$ cat config.mk
export PLATFORM = sky130hd
export DESIGN_NAME = keypad_scan_dev
export DESIGN_NICKNAME = d
export VERILOG_FILES = /design/src/rtl/keypad_scan_dev.sv
export SDC_FILE = /design/constraint.sdc
export NUM_CORES = 1
export LEC_CHECK = 0
export ABC_AREA = 1
export CORE_UTILIZATION = 35
export CTS_CLUSTER_DIAMETER = 60
export CTS_CLUSTER_SIZE = 12
export DETAILED_ROUTE_END_ITERATION = 16
export PLACE_DENSITY = 0.61
export SKIP_CTS_REPAIR_TIMING = 1
export SLEW_MARGIN = 20
export SYNTH_ARGS = -nofsm -noshare
export SYNTH_HDL_FRONTEND = slang
export SYNTH_SLANG_ARGS = --single-unit
export TNS_END_PERCENT = 50
$ cat constraint.sdc
create_clock -name clk -period 1.63 [get_ports clk]
set_input_delay 0.489 -clock clk [delete_from_list [all_inputs] [get_ports clk]]
set_output_delay 0.489 -clock clk [all_outputs]
set_load 0.05 [all_outputs]
$ cat src/rtl/keypad_scan_dev.sv
// 4x4 active-low matrix keypad scanner with row synchronizer, debounce,
// one-cycle key strobe and a four-deep history of key codes.
module keypad_scan_dev #(
  parameter int unsigned SCAN_TICKS = 50000,
  parameter int unsigned DB_CYCLES  = 1000000
) (
  input  logic        clk,
  input  logic        clr_n,
  input  logic [3:0]  row_in,
  output logic [3:0]  col_out,
  output logic [3:0]  key_code,
  output logic        key_valid,
  output logic        key_down,
  output logic [15:0] key_buf
);

  localparam logic [1:0] ST_SCAN    = 2'd0;
  localparam logic [1:0] ST_DEBOUNCE = 2'd1;
  localparam logic [1:0] ST_HOLD    = 2'd2;
  localparam logic [1:0] ST_RELEASE = 2'd3;

  localparam logic [31:0] SCAN_LAST = 32'(SCAN_TICKS - 1);
  localparam logic [31:0] DB_LAST   = 32'(DB_CYCLES - 1);

  // Lowest-numbered active (low) row wins when several are pressed.
  function automatic logic [1:0] low_row(input logic [3:0] rows);
    logic [1:0] idx;
    if (!rows[0])      idx = 2'd0;
    else if (!rows[1]) idx = 2'd1;
    else if (!rows[2]) idx = 2'd2;
    else               idx = 2'd3;
    return idx;
  endfunction

  logic [3:0]  row_meta_r, row_sync_r;
  logic [1:0]  state_r, state_nxt_s;
  logic [31:0] cnt_r, cnt_nxt_s;
  logic [1:0]  col_idx_r, col_nxt_s;
  logic [1:0]  row_lat_r, row_lat_nxt_s;
  logic [3:0]  code_nxt_s;
  logic [15:0] buf_nxt_s;
  logic        valid_nxt_s, down_nxt_s;
  logic        row_up_s;

  assign row_up_s = row_sync_r[row_lat_r];

  // Next-state and output computation for the scan/debounce FSM.
  always_comb begin
    state_nxt_s   = state_r;
    cnt_nxt_s     = cnt_r + 32'd1;
    col_nxt_s     = col_idx_r;
    row_lat_nxt_s = row_lat_r;
    code_nxt_s    = key_code;
    buf_nxt_s     = key_buf;
    valid_nxt_s   = 1'b0;
    down_nxt_s    = key_down;
    case (state_r)
      ST_SCAN: begin
        if (cnt_r == SCAN_LAST) begin
          cnt_nxt_s = 32'd0;
          if (row_sync_r != 4'hF) begin
            row_lat_nxt_s = low_row(row_sync_r);
            state_nxt_s   = ST_DEBOUNCE;
          end else begin
            col_nxt_s = col_idx_r + 2'd1;
          end
        end else begin
          cnt_nxt_s = cnt_r + 32'd1;
        end
      end
      ST_DEBOUNCE: begin
        if (row_up_s) begin
          state_nxt_s = ST_SCAN;
          cnt_nxt_s   = 32'd0;
          col_nxt_s   = col_idx_r + 2'd1;
        end else if (cnt_r == DB_LAST) begin
          code_nxt_s  = {row_lat_r, col_idx_r};
          buf_nxt_s   = {key_buf[11:0], row_lat_r, col_idx_r};
          valid_nxt_s = 1'b1;
          down_nxt_s  = 1'b1;
          state_nxt_s = ST_HOLD;
          cnt_nxt_s   = 32'd0;
        end else begin
          cnt_nxt_s = cnt_r + 32'd1;
        end
      end
      ST_HOLD: begin
        // Counter parked at zero so a long hold cannot wrap it.
        cnt_nxt_s = 32'd0;
        if (row_up_s) begin
          state_nxt_s = ST_RELEASE;
        end else begin
          state_nxt_s = ST_HOLD;
        end
      end
      ST_RELEASE: begin
        if (!row_up_s) begin
          state_nxt_s = ST_HOLD;
          cnt_nxt_s   = 32'd0;
        end else if (cnt_r == DB_LAST) begin
          down_nxt_s  = 1'b0;
          state_nxt_s = ST_SCAN;
          cnt_nxt_s   = 32'd0;
          col_nxt_s   = col_idx_r + 2'd1;
        end else begin
          cnt_nxt_s = cnt_r + 32'd1;
        end
      end
      default: begin
        state_nxt_s = ST_SCAN;
        cnt_nxt_s   = 32'd0;
      end
    endcase
  end

  // Row synchronizer; idle (all high) after reset.
  always_ff @(posedge clk or negedge clr_n) begin
    if (!clr_n) begin
      row_meta_r <= 4'hF;
      row_sync_r <= 4'hF;
    end else begin
      row_meta_r <= row_in;
      row_sync_r <= row_meta_r;
    end
  end

  // FSM state and registered outputs; column drive decoded from the next index.
  always_ff @(posedge clk or negedge clr_n) begin
    if (!clr_n) begin
      state_r   <= ST_SCAN;
      cnt_r     <= 32'd0;
      col_idx_r <= 2'd0;
      row_lat_r <= 2'd0;
      col_out   <= 4'b1110;
      key_code  <= 4'h0;
      key_valid <= 1'b0;
      key_down  <= 1'b0;
      key_buf   <= 16'h0000;
    end else begin
      state_r   <= state_nxt_s;
      cnt_r     <= cnt_nxt_s;
      col_idx_r <= col_nxt_s;
      row_lat_r <= row_lat_nxt_s;
      col_out   <= ~(4'b0001 << col_nxt_s);
      key_code  <= code_nxt_s;
      key_valid <= valid_nxt_s;
      key_down  <= down_nxt_s;
      key_buf   <= buf_nxt_s;
    end
  end

endmodule

==> run summary, run 1 <==
All-Layer GR Usage -> 18.65%
Die H -> 102.4 um
first-pass GRT wire length -> 14930 um
final period utilization -> 107.0%
Distinct cells, synth -> 30
post-route setup slack -> -114.5 ps
io pins -> 32
failing checks -> setup timing
clock tree sinks -> 68
Static Leak -> 2.463 nW
CTS Root Cell -> clkbuf_8
share of the synthesized area in the top cell type -> 40.44%
Syn Std Cell Area -> 3527 um2
RSZ-0062 raised after global routing -> true
share of post-route cells with drive strength above 1 -> 34.34%
Seq/Total Area, Yosys -> 48.63%
CP required -> 1870 ps
vias in the first global route -> 3323
power per cell area -> 594.5 nW/um2
Final nets -> 567
routed length per instance -> 12.67 um
final setup fails -> 52
Vias -> 3255
Slew HR -> 74.90%
DPL Wire Length -> 6600 um
count of input and output buffers -> 31
largest net degree at the start of global routing -> 56
Starting Density -> 36.09%
critical setup path kind -> flop to flop
Fin Setup TNS -> -3694 ps
Pre-Repair DR Iteration Count -> 4
final worst path period need -> 1744 ps
mean number of vias per cell -> 4.663
placed insts -> 676
Initial DRC Count -> 188
# fillers -> 923
commonest cells after routing, fill and taps aside -> nand2_1, buf_4, dfrtp_1, nor2_1, inv_1
row cnt -> 36
Crit. End Element -> flop
die area -> 10480 um2
Skew-Pair Late Insertion Delay -> 360 ps
Post-Syn Nets -> 457
DRC Markers -> 0
crit path launch type -> flop
CORE AREA -> 9774 um2
Final ANT Viol Nets -> 0
TritonCTS clock tree -> built
syn avg cell area -> 7.838 um2
final global-route overflow total -> 0
Chip Width -> 102.4 um
top cells by area, synth -> dfrtp_1, nand2_1, dfstp_2, nor2_1, inv_1
Hold WS -> 357.3 ps
Pwr Total -> 3.047 mW
Longest Clk Path Bufs -> 2
status -> finished, violations left
Cells after Synth -> 450
Synth area leader -> dfrtp_1
MaxCap Viol Count -> 0
worst vdd ir -> 318.2 uV
Layout Cells excl Fill -> 698
Yosys Warn Count -> 0
Max Slew Vio Count -> 0
worst-margin pin slew -> 373.1 ps
Synth Register Bits -> 68
initial antenna violation count -> 0
P&R area growth vs syn -> 45.34%
worst-path fanout max -> 31
Inserted Clock Buffers -> 9
Reg clk slew, reported paths -> 70 ps
Crit path arrival time -> 1990 ps
Inserted Diodes -> 0
Fmax achieved -> 573.2 MHz
wirelength, routed -> 8842 um
CTS H-tree depth -> 3
Placer Congestion -> 0.9709
commonest non-fill, non-tap cell in the layout -> nand2_1
Hold Path Class -> flop to flop
Final Hold Viols -> 0
Setup Skew -> 12.00 ps
layer usage:
layer  up-vias  global-route usage (%)  wire [um]
met5         -                       0          0
met2        55                   31.03       4405
met4         0                   10.77        176
met3        17                   3.625        297
li1       1625                       -          -
met1      1558                   22.56       3962
cell type report:
cell class	instances	area [um2]	area share [%]
sequential	68	1715	33.46
multi-input combinational	323	1694	33.05
timing repair buffer	109	1186	23.14
inverter	49	186.4	3.637
tap	133	166.4	3.246
clock buffer	10	137.6	2.685
clock inverter	6	40.04	0.7811
power by group:
group / total (mW) / switching (mW) / internal (mW)
clock network: 1.27 / 0.683 / 0.590
logic: 0.0645 / 0.0434 / 0.0212
registers: 1.71 / 0.00539 / 1.70
final timing paths:
path                                     from             to  slack (ps)  depth (start not counted)
worst max-delay path                 cnt_r[0]      cnt_r[29]        -110                         11
worst min-delay path            row_meta_r[2]  row_sync_r[2]         360                          0
worst max register to register       cnt_r[0]      cnt_r[29]        -110                         11
worst min register to register  row_meta_r[2]  row_sync_r[2]         360                          0
max in group asynchronous               clr_n  row_sync_r[3]         540                          3
min in group asynchronous               clr_n     key_buf[6]         500                          2
critical path, cell delays in order (launching register included):
cell and delay, ps:
dfrtp_1 360, ha_2 220, nand2_4 80, nor2_8 130, nand3_2 100, nor2_4 130
nand2_4 80, nand2_2 60, nor2_2 50, a21oi_4 130, buf_12 210, nor2_1 70
state kept, by name, indices dropped and copies added, names as in the netlist, named ones only:
register	cells
cnt_r	32
col_idx_r	2
col_out	4
key_buf	13
key_code	3
key_down	1
key_valid	1
row_lat_r	2
row_meta_r	4
row_sync_r	4
state_r	1
synth_stat cells:
library cell    n
nor3b_1         1
nand3_2         2
inv_1          44
nand3_1        24
o21a_1          1
nand2_2         5
a21oi_1         1
a21o_1          1
buf_4           4
nor3_1         17
ha_1            1
xor2_1         12
a21oi_4         1
nor4_1          1
nor2_2         10
inv_2           5
nor2_1         68
nor2_8          1
nand2_1       142
a21oi_2         3
dfrtp_1        57
o21ai_0         9
o211ai_1        1
buf_6           4
buf_2           2
dfstp_2        11
nor3_2          4
o21ai_1         3
nand4_1         7
xnor2_1         8
logic make-up after synthesis:
| group | count (synthesis) | synth area share [%] |
|---|---|---|
| AND/OR/NAND/NOR | 282 | 34.73 |
| flip-flops | 68 | 48.63 |
| buffers and inverters | 59 | 7.627 |
| AO/OA/AOI/OAI | 20 | 3.689 |
| XOR/XNOR | 20 | 4.966 |
| adder cells (fa/ha/maj) | 1 | 0.3547 |
through the flow:
| stage | instance area, um2 | util (%) | setup slack [ps] |
|---|---|---|---|
| 2_1_floorplan | 3527 | - | 4.197 |
| 5_1_grt | 5126 | 52.45 | -207.6 |
| 3_3_place_gp | 4740 | 48.49 | -96.37 |
| 4_1_cts | 4917 | 50.31 | -161.1 |
| 6_report | 5126 | 52.45 | -114.5 |
| 3_5_place_dp | 4740 | 48.49 | -138.3 |
Note: power is estimated with default switching activity, not from simulation.
==> run 2: changes to the inputs <==
- HOLD_SLACK_MARGIN: not set -> 0.06
==> results of run 2 <==
Same layout as run 1: the final DEF is identical, and so are final timing and power.
